[config.mk]
export PLATFORM = sky130hd
export DESIGN_NAME = disp_ram_write_ctrl_flat
export DESIGN_NICKNAME = d
export VERILOG_FILES = /design/src/rtl/disp_ram_write_ctrl_if.sv /design/src/rtl/disp_ram_write_ctrl.sv /design/src/flat_wrapper.sv
export SDC_FILE = /design/constraint.sdc
export NUM_CORES = 1
export LEC_CHECK = 0
export ABC_AREA = 1
export BUFFER_PORTS_ARGS = -buffer_cell sky130_fd_sc_hd__buf_2
export CORE_UTILIZATION = 40
export CTS_BUF_LIST = sky130_fd_sc_hd__clkbuf_4 sky130_fd_sc_hd__clkbuf_8
export DETAILED_ROUTE_END_ITERATION = 16
export GPL_ROUTABILITY_DRIVEN = 0
export HOLD_SLACK_MARGIN = 0.06
export PLACE_DENSITY_LB_ADDON = 0.15
export SYNTH_ARGS = -nofsm -noshare
export SYNTH_HDL_FRONTEND = slang
export SYNTH_SLANG_ARGS = --single-unit
[constraint.sdc]
create_clock -name clk -period 2.5 [get_ports clk]
set_clock_uncertainty 0.15 [all_clocks]
set_input_delay 0.5 -clock clk [delete_from_list [all_inputs] [get_ports clk]]
set_output_delay 0.5 -clock clk [all_outputs]
set_load 0.03 [all_outputs]
[src/rtl/disp_ram_write_ctrl_if.sv]
// Display RAM port-A bundle: MicroBlaze GPO write request in, registered RAM write port out.
// master = write controller, slave = GPO/RAM side.
interface disp_ram_write_ctrl_if #(
  parameter int ADDR_W = 7,
  parameter int DATA_W = 24
);
  logic              cpu_we;
  logic [ADDR_W-1:0] cpu_addr;
  logic [DATA_W-1:0] cpu_din;
  logic              ram_we;
  logic [ADDR_W-1:0] ram_addr;
  logic [DATA_W-1:0] ram_din;

  modport master (
    input  cpu_we, cpu_addr, cpu_din,
    output ram_we, ram_addr, ram_din
  );

  modport slave (
    output cpu_we, cpu_addr, cpu_din,
    input  ram_we, ram_addr, ram_din
  );
endinterface

[src/rtl/disp_ram_write_ctrl.sv]
// Display RAM port-A arbiter: queued GPO writes plus a full-frame clear engine; CPU write lands 3 cycles after strobe sample.
// Clear owns the port for NUM_WORDS cycles; CPU pushes queue meanwhile and are dropped (sticky ovf) once the FIFO is full.
module disp_ram_write_ctrl #(
  parameter int ADDR_W     = 7,
  parameter int DATA_W     = 24,
  parameter int NUM_WORDS  = 128,
  parameter int FIFO_DEPTH = 4
) (
  input  logic                  clk,
  input  logic                  rst_n,
  disp_ram_write_ctrl_if.master bus,
  input  logic                  clr_start,
  input  logic [DATA_W-1:0]     clr_color,
  input  logic                  ovf_clr,
  output logic                  busy,
  output logic                  ovf
);

  localparam int PTR_W = (FIFO_DEPTH > 1) ? $clog2(FIFO_DEPTH) : 1;
  localparam int CNT_W = ADDR_W + 1;
  localparam logic [CNT_W-1:0] CNT_LAST  = CNT_W'(NUM_WORDS - 1);
  localparam logic [PTR_W:0]   FIFO_FULL = (PTR_W + 1)'(FIFO_DEPTH);

  typedef struct packed {
    logic [ADDR_W-1:0] addr;
    logic [DATA_W-1:0] data;
  } wr_ent_t;

  typedef enum logic {
    IDLE  = 1'b0,
    CLEAR = 1'b1
  } state_t;

  state_t            state, state_nxt;
  logic              pop, clr_load, clr_wr;

  logic              we_q1, we_q2;
  logic              strobe_edge;

  wr_ent_t           fifo_mem [FIFO_DEPTH];
  logic [PTR_W-1:0]  wr_ptr, rd_ptr;
  logic [PTR_W:0]    fifo_cnt;
  logic              fifo_empty, fifo_full;
  logic              push, drop;
  wr_ent_t           head;

  logic [CNT_W-1:0]  clr_cnt;
  logic [DATA_W-1:0] clr_col;

  logic              ram_we_q;
  logic [ADDR_W-1:0] ram_addr_q;
  logic [DATA_W-1:0] ram_din_q;

  // The GPO strobe is a level; only its rising edge (seen through two flops) requests a write.
  always_ff @(posedge clk or negedge rst_n) begin
    if (!rst_n) begin
      we_q1 <= 1'b0;
      we_q2 <= 1'b0;
    end else begin
      we_q1 <= bus.cpu_we;
      we_q2 <= we_q1;
    end
  end

  assign strobe_edge = we_q1 & ~we_q2;

  assign fifo_empty = (fifo_cnt == '0);
  assign fifo_full  = (fifo_cnt == FIFO_FULL);
  assign push       = strobe_edge & (~fifo_full | pop);
  assign drop       = strobe_edge & fifo_full & ~pop;
  assign head       = fifo_mem[rd_ptr];

  always_ff @(posedge clk) begin
    if (push) begin
      fifo_mem[wr_ptr] <= '{addr: bus.cpu_addr, data: bus.cpu_din};
    end
  end

  always_ff @(posedge clk or negedge rst_n) begin
    if (!rst_n) begin
      wr_ptr   <= '0;
      rd_ptr   <= '0;
      fifo_cnt <= '0;
    end else begin
      if (push) begin
        wr_ptr <= wr_ptr + PTR_W'(1);
      end
      if (pop) begin
        rd_ptr <= rd_ptr + PTR_W'(1);
      end
      case ({push, pop})
        2'b10:   fifo_cnt <= fifo_cnt + (PTR_W + 1)'(1);
        2'b01:   fifo_cnt <= fifo_cnt - (PTR_W + 1)'(1);
        default: fifo_cnt <= fifo_cnt;
      endcase
    end
  end

  // A drop in the same cycle as ovf_clr keeps the flag set.
  always_ff @(posedge clk or negedge rst_n) begin
    if (!rst_n) begin
      ovf <= 1'b0;
    end else if (drop) begin
      ovf <= 1'b1;
    end else if (ovf_clr) begin
      ovf <= 1'b0;
    end
  end

  always_ff @(posedge clk or negedge rst_n) begin
    if (!rst_n) begin
      state <= IDLE;
    end else begin
      state <= state_nxt;
    end
  end

  // clr_start outranks a pending CPU entry, so writes queued alongside it land after the frame fill.
  always_comb begin
    state_nxt = state;
    pop       = 1'b0;
    clr_load  = 1'b0;
    clr_wr    = 1'b0;
    case (state)
      IDLE: begin
        if (clr_start) begin
          clr_load  = 1'b1;
          state_nxt = CLEAR;
        end else if (!fifo_empty) begin
          pop = 1'b1;
        end
      end
      CLEAR: begin
        clr_wr = 1'b1;
        if (clr_cnt == CNT_LAST) begin
          state_nxt = IDLE;
        end
      end
      default: state_nxt = IDLE;
    endcase
  end

  always_ff @(posedge clk or negedge rst_n) begin
    if (!rst_n) begin
      clr_cnt <= '0;
      clr_col <= '0;
    end else if (clr_load) begin
      clr_cnt <= '0;
      clr_col <= clr_color;
    end else if (clr_wr) begin
      clr_cnt <= clr_cnt + CNT_W'(1);
    end
  end

  always_ff @(posedge clk or negedge rst_n) begin
    if (!rst_n) begin
      ram_we_q   <= 1'b0;
      ram_addr_q <= '0;
      ram_din_q  <= '0;
    end else if (clr_wr) begin
      ram_we_q   <= 1'b1;
      ram_addr_q <= clr_cnt[ADDR_W-1:0];
      ram_din_q  <= clr_col;
    end else if (pop) begin
      ram_we_q   <= 1'b1;
      ram_addr_q <= head.addr;
      ram_din_q  <= head.data;
    end else begin
      ram_we_q   <= 1'b0;
    end
  end

  assign bus.ram_we   = ram_we_q;
  assign bus.ram_addr = ram_addr_q;
  assign bus.ram_din  = ram_din_q;

  assign busy = (state == CLEAR) | ~fifo_empty | ram_we_q;

endmodule

[src/flat_wrapper.sv]
// flat-port wrapper written by rule: the top's interface ports become plain ports
module disp_ram_write_ctrl_flat 
#(
  parameter int ADDR_W     = 7,
  parameter int DATA_W     = 24,
  parameter int NUM_WORDS  = 128,
  parameter int FIFO_DEPTH = 4
)
  (clk, rst_n, clr_start, clr_color, ovf_clr, busy, ovf, bus_cpu_we, bus_cpu_addr, bus_cpu_din, bus_ram_we, bus_ram_addr, bus_ram_din);
  disp_ram_write_ctrl_if #(.ADDR_W(ADDR_W), .DATA_W(DATA_W)) bus_i ();
  input  logic clk;
  input  logic rst_n;
  input  logic clr_start;
  input  logic [DATA_W-1:0] clr_color;
  input  logic ovf_clr;
  output logic busy;
  output logic ovf;
  input wire logic [$bits(bus_i.cpu_we)-1:0] bus_cpu_we;
  input wire logic [$bits(bus_i.cpu_addr)-1:0] bus_cpu_addr;
  input wire logic [$bits(bus_i.cpu_din)-1:0] bus_cpu_din;
  output wire logic [$bits(bus_i.ram_we)-1:0] bus_ram_we;
  output wire logic [$bits(bus_i.ram_addr)-1:0] bus_ram_addr;
  output wire logic [$bits(bus_i.ram_din)-1:0] bus_ram_din;
  assign bus_i.cpu_we = bus_cpu_we;
  assign bus_i.cpu_addr = bus_cpu_addr;
  assign bus_i.cpu_din = bus_cpu_din;
  assign bus_ram_we = bus_i.ram_we;
  assign bus_ram_addr = bus_i.ram_addr;
  assign bus_ram_din = bus_i.ram_din;
  disp_ram_write_ctrl #(.ADDR_W(ADDR_W), .DATA_W(DATA_W), .NUM_WORDS(NUM_WORDS), .FIFO_DEPTH(FIFO_DEPTH)) u_core (.clk(clk), .rst_n(rst_n), .bus(bus_i), .clr_start(clr_start), .clr_color(clr_color), .ovf_clr(ovf_clr), .busy(busy), .ovf(ovf));
endmodule
==> key figures, run 1 <==
Global routing
  • First-pass GRT wire length: 29800 um
  • Largest net degree at the start of global routing: 65
  • Gr ovfl total: 0
  • Total GRT Usage: 18.4%
  • Initial antenna violation count: 0
  • Vias in the first global route: 5357

Route
  • DRT Wirelength: about 19000 um
  • 1st-iter DRT viols: 385
  • Routed Antenna Nets: 0
  • Routed len/inst: 17.0 um
  • Via count: 5379
  • Mean number of vias per cell: 4.84
  • Drt pass-1 iters: 4
  • DRC: 0

Outcome
  • Status: finished clean

Setup path
  • Crit path largest cell delay: 0.45 ns
  • Slowest-stage cell, CP: dfrtp_1
  • Critical Path AT: roughly 1.7 ns
  • Worst EP required: 1.85 ns
  • Maximum fanout along the worst path: 4
  • Type of the worst setup path: register to output port
  • Worst setup SP type: register
  • CP Capture Type: output port
  • Worst-path cell chain: nor2_2, nand3_2, or2_2, buf_2

Finish
  • Post-route design area: 9540 um^2
  • P&R area growth vs syn: 13.7%
  • Final #Nets: about 900
  • Filler cells: 1927
  • Share of cells above drive strength 1: 26.8%

Synthesis
  • Syn Nets: between 700 and 800
  • Avg Inst Size Synth: around 12 um^2
  • Yosys cell types: 34
  • Post-synth EDFFs: 124
  • Fraction of registers with async set/reset: 37.7%
  • Mapped Area: roughly 8400 um^2
  • Register area share after synthesis: 66.7%
  • Post-synth top flop: edfxtp_1
  • Post-Syn Instances: between 700 and 800
  • Synth Warn #: 0
  • Yosys reg bits: approximately 200

Power
  • LEAKAGE: roughly 4.1 nW
  • Power Total: about 5.5 mW
  • Maximum vdd drop: 0.320 mV
  • P per Cell Area: 572 nW/um^2

Job
  • MaxCap Viol Count: 0

STA
  • Worst-margin pin slew: 0.709 ns
  • Fmax: between 400 and 500 MHz
  • Crit share post-route: 92.1%
  • Setup-failing EPs final: 0
  • Setup_tns: 0 ns
  • Tmin final: around 2.3 ns
  • Worst slew margin: 52.7%
  • RSZ-0062 raised after global routing: no
  • Final Slew Violations: 0
  • Final Hold Fails: 0

CTS
  • Worst skew pair latency: 0.46 ns
  • CTS root buffer: clkbuf_8
  • CTS Sinks: 199
  • H-tree Lvls: 4
  • CTS tree: yes
  • Worst-path clk slew: ~0.10 ns
  • Worst-case clock buffer depth: 2
  • Num CTS Buffers: 17

Die
  • Initial Utilization: 41.1%
  • Die width: ~150 um
  • Die H: 147 um
  • Top-level I/O count: 94
  • Placeable core area: 20400 um^2
  • Die Footprint: 21600 um^2
  • Row count: 52

Worst hold path
  • Worst min path class: input port to register

Placement
  • Placement Cell Area: between 9000 and 10000 um^2
  • IO Port Bufs: 93
  • Post-DP HPWL: 11800 um
-- registers in the layout, indices dropped and copies added, names as in the netlist --
register / count
u_core.we_q2: 1
u_core.clr_cnt: 8
u_core.wr_ptr: 2
u_core.bus.ram_addr: 7
u_core.ovf: 1
u_core.we_q1: 1
u_core.bus.ram_we: 1
u_core.fifo_mem: 124
u_core.fifo_cnt: 3
u_core.state: 1
u_core.rd_ptr: 2
u_core.bus.ram_din: 24
u_core.clr_col: 24
-- where the power goes --
| group | switching (mW) | internal, mW |
|---|---|---|
| Sequential | 0.00126 | 3.50 |
| Clock | 1.13 | 0.702 |
| Combinational | 0.0719 | 0.0556 |
-- final timing paths --
path	from	end	slack [ns]	cells past startpoint
max in group asynchronous	rst_n	u_core.bus.ram_din[16]$_DFFE_PN0P_	1.13	3
max reg2reg	u_core.fifo_cnt[0]$_DFFE_PN0P_	u_core.fifo_cnt[2]$_DFFE_PN0P_	0.34	10
min in group asynchronous	rst_n	u_core.clr_cnt[0]$_DFFE_PN0P_	0.38	2
max	u_core.fifo_cnt[0]$_DFFE_PN0P_	busy	0.20	4
min reg2reg	u_core.we_q1$_DFF_PN0_	u_core.we_q2$_DFF_PN0_	0.25	0
min	clr_color[10]	u_core.clr_col[10]$_DFFE_PN0P_	0.08	3
-- Yosys cell counts, types with 5 or more instances --
master,number,area share (%)
nand3_2,58,6.9
edfxtp_1,124,44
ha_1,6,0.89
a21oi_1,5,0.30
dfrtp_1,75,22
nand2_1,274,12
inv_1,19,0.85
buf_6,13,1.7
nor2_1,9,0.40
buf_2,8,0.48
nand3_1,78,4.6
-- layout by cell type, fill, tap and decap left out, types with 2 or more instances in the layout --
cell type,netlist,layout
a21oi_1,5,5
buf_2,8,92
buf_4,4,22
clkbuf_8,2,17
clkinv_2,0,3
clkinvlp_4,0,5
dfrtp_1,75,74
dlygate4sd3_1,0,17
edfxtp_1,124,124
ha_1,6,6
inv_1,19,19
inv_2,3,3
inv_4,2,2
inv_6,0,4
nand2_1,274,274
nand2_2,4,4
nand2_4,3,3
nand3_1,78,78
nand3_2,58,58
nor2_1,9,5
nor2_4,1,5
o21ai_0,4,4
xor2_1,2,2
-- final cells by class --
cell class / count / area, um^2 / area share (%)
Antenna cell: 1 / 2.50 / 0.0262
Clock buffer: 18 / 241 / 2.53
Clock inverter: 14 / 100 / 1.05
Inverter: 25 / 106 / 1.11
Multi-Input combinational cell: 454 / 2360 / 24.7
Sequential cell: 199 / 5600 / 58.7
Tap cell: 270 / 338 / 3.54
Timing Repair Buffer: 131 / 796 / 8.34
-- timing repair --
| item | CTS | global route |
|---|---|---|
| hold buffers | 14 | 3 |
| setup buffers | 0 | 0 |
| gates resized for setup | 0 | 0 |
| hold endpoints to repair | 39 | 6 |
-- per-layer routing --
| metal | global-route usage (%) | up-vias | share of wire [%] |
|---|---|---|---|
| met2 | 29.8 | 115 | 48 |
| met4 | 5.42 | 0 | 1.5 |
| met5 | 0 | - | 0 |
| met1 | 24.8 | 2634 | 47 |
| met3 | 3.91 | 17 | 4.0 |
| li1 | - | 2613 | - |
-- cell families after synthesis --
family          synth area share [%]
fa+ha+maj                       1.13
buf+inv                         5.57
compound gates                 0.879
xor+xnor                       0.313
simple gates                    25.4
flops                           66.7
-- through the flow --
stage          cells  setup slack (ns)  hold slack (ns)  utilization, %
5_1_grt         1111             0.105           0.0608            46.7
3_5_place_dp    1062             0.353            0.229            44.2
2_1_floorplan    713            -0.218           0.0544               -
6_report        1112             0.198           0.0814            46.7
3_3_place_gp    1062             0.382            0.218            44.2
4_1_cts         1108             0.163           0.0614            46.6
-- worst max-delay path, delay by kind of cell (launching register included) --
family	cells	cell delay, ns
flip-flops	1	0.45
buffers and inverters	1	0.18
AND/OR/NAND/NOR	3	0.57
No activity file was read; power rests on OpenSTA's default activity.
==> run 2, diff against run 1 <==
- ABC_AREA: 1 -> unset
==> run 2 against run 1 <==
  * Sequential share of layout area grew 2.9 points
  * Critical path type unchanged
  * Setup slack lost 0.12 ns
  * Highest routed layer is now met5
  * Global-route usage shrank 1.2 points
  * Largest cell class unchanged
==> key figures, run 2 <==
Setup path
  • Flop-to-flop setup slack: 0.29 ns (-0.05 ns)
  • FF-to-FF path depth: 9 (-1)
  • Critical Path Source: u_core.fifo_cnt[1]$_DFFE_PN0P_
  • Worst-path cell chain: or3_4, or3_4, buf_6
  • Worst path bufs/invs: 1 (unchanged)
  • Maximum fanout along the worst path: 3 (-1)
  • R2R Path Start: u_core.fifo_cnt[1]$_DFFE_PN0P_
  • Number of cells on the critical path: 3 (-1)
  • Slowest-stage cell, CP: or3_4
  • Type of the worst setup path: register to output port
  • Critical Path AT: 1.77 ns (+0.12 ns)
  • Worst EP required: 1.85 ns (about the same)
  • Worst setup SP type: register
  • Most used cell, CP: or3_4
  • Delay-heaviest family, CP: simple AND/OR/NAND/NOR gates
  • Crit path largest cell delay: 0.42 ns (-0.03 ns)
  • CP Capture Type: output port

STA
  • Setup-failing EPs final: 0 (unchanged)
  • Final Hold Fails: 0 (unchanged)
  • RSZ-0062 raised after global routing: no
  • Final Slew Violations: 0 (unchanged)
  • Fmax: 414 MHz (-4.8%)
  • Setup_tns: 0 ns (unchanged)
  • Tmin final: 2.42 ns (+0.117 ns)
  • Worst slew margin: 67.1% (+14 points)
  • Crit share post-route: 96.7% (+4.7 points)
  • Worst-margin pin slew: 0.493 ns (-0.216 ns)

Placement
  • Placed cells: 762 (-28%)
  • IO Port Bufs: 93 (unchanged)
  • Post-DP HPWL: 10300 um (-13%)
  • Placement Cell Area: 8670 um^2 (-4.0%)

Worst hold path
  • Worst min path class: input port to register
  • Beginning of the worst hold path: bus_cpu_din[23]
  • Hold path depth: 1 (-2)

Route
  • DRC: 0 (unchanged)
  • Routed Antenna Nets: 0 (unchanged)
  • Drt pass-1 iters: 4 (unchanged)
  • Via count: 4142 (-23%)
  • DRT Wirelength: 15900 um (-16%)
  • 1st-iter DRT viols: 244 (-37%)
  • Mean number of vias per cell: 5.17 (+6.9%)
  • Routed len/inst: 19.8 um (+17%)

Die
  • Die H: 141 um (-3.9%)
  • Row count: 50 (-3.8%)
  • Die Footprint: 19900 um^2 (-7.7%)
  • Die width: 141 um (-3.9%)
  • Top-level I/O count: 94 (unchanged)
  • Initial Utilization: 41.1% (about the same)
  • Placeable core area: 18800 um^2 (-7.8%)

Finish
  • Share of cells above drive strength 1: 39.7% (+13 points)
  • Final Util: 48.4% (+1.6 points)
  • Largest register by flop count: u_core.fifo_mem
  • # diodes: 0 (-1)
  • Post-route design area: 9110 um^2 (-4.6%)
  • Commonest non-fill, non-tap cell in the layout: edfxtp_1
  • Post-Layout Cell Count: 801 (-28%)
  • Most frequent cells in the layout: 124 x edfxtp_1, 91 x buf_2, 71 x dfrtp_1
  • Final #Nets: 595 (-34%)
  • P&R area growth vs syn: 17.6%
  • Max FFs per register: 124 (unchanged)

Global routing
  • Vias in the first global route: 4525 (-16%)
  • First-pass GRT wire length: 25000 um (-16%)
  • Total GRT Usage: 17.2% (-1.2 points)
  • Largest net degree at the start of global routing: 36 (-45%)
  • Initial antenna violation count: 1 (+1)
  • Gr ovfl total: 0 (unchanged)

Synthesis
  • Yosys cell types: 41 (+21%)
  • Avg Inst Size Synth: 18.8 um^2 (+60%)
  • Synth top area cells: edfxtp_1 48%, dfrtp_1 24%, mux4_2 8.1%
  • Most frequent cell after synthesis: edfxtp_1
  • Post-synth EDFFs: 124 (unchanged)
  • Post-synth top flop: edfxtp_1
  • Syn Nets: 479 (-39%)
  • Top-area cell type share of the netlist area: 48.1% (+3.7 points)
  • Register area share after synthesis: 72.3% (+5.6 points)
  • Mapped Area: 7740 um^2 (-7.8%)
  • Synth Warn #: 0 (unchanged)
  • Yosys reg bits: 199 (unchanged)
  • Post-synth top cells: 124 x edfxtp_1, 75 x dfrtp_1, 31 x a221o_1, 31 x and3_1, 28 x mux4_2
  • Post-Syn Instances: 412 (-42%)
  • Post-synth top area cell: edfxtp_1
  • Fraction of registers with async set/reset: 37.7% (unchanged)

CTS
  • CTS root buffer: clkbuf_8
  • CTS Sinks: 199 (unchanged)
  • Num CTS Buffers: 17 (unchanged)
  • CTS tree: yes
  • Worst-path clk slew: 0.10 ns (about the same)
  • Worst-case clock buffer depth: 2 (unchanged)
  • H-tree Lvls: 4 (unchanged)
  • Worst skew pair latency: 0.46 ns (about the same)

Power
  • Maximum vdd drop: 0.475 mV (+48%)
  • P per Cell Area: 1020 nW/um^2 (+79%)
  • LEAKAGE: 3.56 nW (-14%)

Job
  • MaxCap Viol Count: 0 (unchanged)

Outcome
  • Status: finished clean
run 2: changes by cell type after synthesis, sizes merged, moves of 5 or more:
| cell | delta |
|---|---|
| a221o | +31 |
| nand3 | -131 |
| mux4 | +31 |
| nand2 | -276 |
| and3 | +31 |
| nor2 | -7 |
| clkbuf | +8 |
| inv | -16 |
| mux2 | +26 |
| and2 | +5 |
| buf | -14 |
run 2: what timing repair did:
| item | in CTS | in global routing |
|---|---|---|
| endpoints found under the hold margin | 77 | 2 |
| gates resized for setup | 1 | 5 |
| pin swaps | 0 | 1 |
| setup endpoints to repair | 1 | 1 |
| gates cloned | 0 | 0 |
| hold buffers | 3 | 1 |
| setup buffers | 1 | 2 |
run 2: layout make-up:
cell class | count | area (um^2)
Clock buffer | 20 | 256
Clock inverter | 12 | 103
Fill cell | 1609 | 9720
Inverter | 9 | 33.8
Multi-Input combinational cell | 179 | 1970
Sequential cell | 199 | 5610
Tap cell | 260 | 325
Timing Repair Buffer | 122 | 815
run 2: layer usage:
metal / share of wire [%] / vias up / wire length (um) / track usage, %
met5: 0.076 / - / 12 / 0
met2: 50 / 96 / 7970 / 29.2
li1: - / 1880 / - / -
met1: 44 / 2146 / 6940 / 21.7
met4: 1.0 / 2 / 163 / 5.03
met3: 5.0 / 18 / 787 / 4.38
run 2: final timing paths:
check	endpoint
setup / recovery	busy
hold / removal	u_core.fifo_mem[1][23]$_DFFE_PP_
setup reg to reg	u_core.fifo_cnt[2]$_DFFE_PN0P_
hold reg to reg	u_core.we_q2$_DFF_PN0_
max in group asynchronous	u_core.wr_ptr[1]$_DFFE_PN0P_
min in group asynchronous	u_core.bus.ram_din[17]$_DFFE_PN0P_
run 2: power breakdown:
group / total (mW) / leakage, nW / switching (mW) / internal, mW
clock network: 1.89 / 0.179 / 1.07 / 0.819
registers: 4.73 / 2.03 / 0.474 / 4.25
logic: 2.68 / 1.36 / 1.40 / 1.28
total: 9.30 / 3.56 / 2.95 / 6.35
run 2: logic make-up (layout without fill, tap and decap cells):
group                    count (synthesis)  count (layout)  synth area share, %
multiplexers                            58              58                 13.1
flip-flops                             199             199                 72.3
AND/OR/NAND/NOR                         61              61                 4.61
AO/OA/AOI/OAI                           46              46                 5.37
buffers and inverters                   34             163                 2.59
XOR/XNOR                                 7               7                0.792
adder cells (fa/ha/maj)                  7               7                 1.23
run 2: stage by stage:
step / setup WS, ns / power, mW / hold WS [ns]
2_1_floorplan: 0.106 / 6.60 / 0.0544
3_3_place_gp: 0.214 / 7.41 / 0.166
3_5_place_dp: 0.128 / 7.48 / 0.168
6_report: 0.0816 / 9.30 / 0.106
4_1_cts: 0.0282 / 9.41 / 0.0660
5_1_grt: 0.00230 / 9.81 / 0.0649
==> run 3, diff against run 2 <==
- CTS_BUF_LIST: sky130_fd_sc_hd__clkbuf_4 sky130_fd_sc_hd__clkbuf_8 -> unset
- PLACE_DENSITY_LB_ADDON: 0.15 -> unset
==> run 3 against run 2 <==
  * Critical path depth is the same
  * Final area increased by 1.8%
  * Flip-flop and latch count unchanged
  * Non-clock buffer count fell by 3
  * Via count increased by 0.63%
  * Core utilization increased by 0.88 points
  * Die area did not move
  * Hold slack gained 0.016 ns
  * Clock-buffer cell count down 2
  * Sequential power barely moved
  * Total power is 8.0% higher
  * Critical endpoint unchanged
  * Wire length is 0.33% higher
==> key figures, run 3 (same netlist as run 2, synthesis figures left out) <==
Global routing
  • First-pass GRT wire length: 25400 um (+1.7%)
  • Initial antenna violation count: 2 (+1)
  • Gr ovfl total: 0 (unchanged)
  • Total GRT Usage: 17.4% (+0.20 points)
  • Largest net degree at the start of global routing: 41 (+14%)
  • Vias in the first global route: 4493 (-0.71%)

CTS
  • Worst-path clk slew: 0.07 ns (-0.03 ns)
  • Worst skew pair latency: 0.42 ns (-0.04 ns)
  • H-tree Lvls: 4 (unchanged)
  • Num CTS Buffers: 17 (unchanged)
  • Worst-case clock buffer depth: 2 (unchanged)
  • CTS Sinks: 199 (unchanged)
  • CTS tree: yes
  • CTS root buffer: clkbuf_16

Route
  • Via count: 4168 (+0.63%)
  • 1st-iter DRT viols: 289 (+18%)
  • DRC: 0 (unchanged)
  • Mean number of vias per cell: 5.22 (+0.88%)
  • Routed Antenna Nets: 0 (unchanged)
  • Routed len/inst: 19.9 um (+0.58%)
  • DRT Wirelength: 15900 um (+0.33%)
  • Drt pass-1 iters: 4 (unchanged)

Placement
  • IO Port Bufs: 93 (unchanged)
  • Placed cells: 763 (+0.13%)
  • Pre-CTS WS: 0.153 ns (+0.0248 ns)
  • Post-DP HPWL: 10500 um (+2.3%)

Finish
  • Share of cells above drive strength 1: 40.0% (+0.22 points)
  • Max FFs per register: 124 (unchanged)
  • Filler cells: 1587 (-1.4%)
  • Final #Nets: 592 (-0.50%)
  • Post-Layout Cell Count: 799 (-0.25%)
  • P&R area growth vs syn: 19.8%
  • Commonest non-fill, non-tap cell in the layout: edfxtp_1
  • Most frequent cells in the layout: 124 x edfxtp_1, 92 x buf_2, 72 x dfrtp_1
  • Largest register by flop count: u_core.fifo_mem

Setup path
  • Slowest-stage cell, CP: or3_4
  • Critical Path Source: u_core.fifo_cnt[0]$_DFFE_PN0P_
  • Worst setup SP type: register
  • R2R Path Start: u_core.state$_DFF_PN0_
  • Critical Path AT: 1.76 ns (about the same)
  • Worst-path cell chain: or3_4, or3_1, buf_2
  • Reg2reg end: u_core.clr_cnt[7]$_DFFE_PN0P_
  • CP Capture Type: output port
  • Worst EP required: 1.85 ns (about the same)
  • Flop-to-flop setup slack: 0.34 ns (+0.05 ns)
  • Maximum fanout along the worst path: 4 (+1)
  • FF-to-FF path depth: 5 (-4)
  • Worst setup path endpoint: busy
  • Crit path largest cell delay: 0.41 ns (about the same)
  • Type of the worst setup path: register to output port

STA
  • Setup_tns: 0 ns (unchanged)
  • Setup-failing EPs final: 0 (unchanged)
  • RSZ-0062 raised after global routing: no
  • Worst setup margin: 0.0945 ns (+0.0129 ns)
  • Final Hold Fails: 0 (unchanged)
  • Fmax: 416 MHz (+0.54%)
  • Worst-margin pin slew: 0.572 ns (+0.0789 ns)
  • Tmin final: 2.41 ns (-0.0129 ns)
  • Hold_ws: 0.122 ns (+0.0156 ns)
  • Worst slew margin: 61.9% (-5.3 points)
  • Final Slew Violations: 0 (unchanged)
  • Crit share post-route: 96.2% (-0.52 points)

Die
  • Initial Utilization: 41.1% (unchanged)
  • Placeable core area: 18800 um^2 (unchanged)
  • Die H: 141 um (unchanged)
  • Die width: 141 um (unchanged)
  • Row count: 50 (unchanged)
  • Top-level I/O count: 94 (unchanged)
  • Die Footprint: 19900 um^2 (unchanged)

Power
  • P per Cell Area: 1080 nW/um^2 (+6.1%)
  • LEAKAGE: 3.65 nW (+2.4%)
  • Maximum vdd drop: 0.549 mV (+16%)

Worst hold path
  • Worst min path class: input port to register

Outcome
  • Status: finished clean

Job
  • MaxCap Viol Count: 0 (unchanged)
[run 3: cell count changes in the layout (fill, tap and decap cells not counted), sizes merged]
cell and change:
inv +5, clkinv -3, clkbuf -2, dlygate4sd3 -2, buf -1, diode +1
[run 3: worst max-delay path: cells and delay by family, from the launching register on]
kind                   cells  cell delay (ns)
DFF                        1             0.40
and+or+nand+nor            2             0.74
buffers and inverters      1             0.19
[run 3: per-layer routing]
layer | routed length [um] | vias up | global-route usage [%]
met5 | 9 | - | 0
met4 | 256 | 2 | 5.95
met3 | 891 | 17 | 4.28
met2 | 7990 | 128 | 28.4
met1 | 6780 | 2146 | 22.8
li1 | - | 1875 | -
[run 3: where the power goes]
| part | switching, mW | total (mW) | internal, mW |
|---|---|---|---|
| Clock | 1.23 | 2.65 | 1.43 |
| Combinational | 1.40 | 2.65 | 1.25 |
| Sequential | 0.479 | 4.74 | 4.26 |
| Total | 3.11 | 10.0 | 6.94 |
[run 3: metrics by stage]
| step | utilization, % | total power [mW] | cell area, um^2 |
|---|---|---|---|
| 3_3_place_gp | 46.0 | 7.39 | 8660 |
| 4_1_cts | 49.2 | 10.1 | 9260 |
| 6_report | 49.2 | 10.0 | 9270 |
| 5_1_grt | 49.2 | 10.5 | 9270 |
| 3_5_place_dp | 46.0 | 7.48 | 8660 |
| 2_1_floorplan | - | 6.60 | 7750 |
[run 3: how the worst min path moves through the flow]
stage,to,start,cells past startpoint,slack [ns]
2_1_floorplan,u_core.bus.ram_addr[0]$_DFFE_PN0P_,rst_n,0,0.05
3_5_place_dp,u_core.we_q2$_DFF_PN0_,u_core.we_q1$_DFF_PN0_,0,0.22
6_report,u_core.ovf$_DFFE_PN0P_,ovf_clr,2,0.12
4_1_cts,u_core.ovf$_DFFE_PN0P_,ovf_clr,2,0.10
5_1_grt,u_core.ovf$_DFFE_PN0P_,ovf_clr,2,0.11
3_3_place_gp,u_core.we_q2$_DFF_PN0_,u_core.we_q1$_DFF_PN0_,0,0.22
[run 3: what timing repair did]
item | 4_1_cts | 5_1_grt
hold buffers | 2 | 0
gates resized for setup | 1 | 0
setup buffers | 0 | 1
setup endpoints to repair | 1 | 1
hold endpoints to repair | 38 | 0
[run 3: area by class of cell]
class	count	area (um^2)	share of cell area (%)
Sequential cell	199	5600	60.4
Multi-Input combinational cell	179	1960	21.2
Timing Repair Buffer	119	768	8.28
Clock buffer	18	439	4.74
Tap cell	260	325	3.51
Clock inverter	14	136	1.47
Inverter	9	33.8	0.364
Antenna cell	1	2.50	0.0270
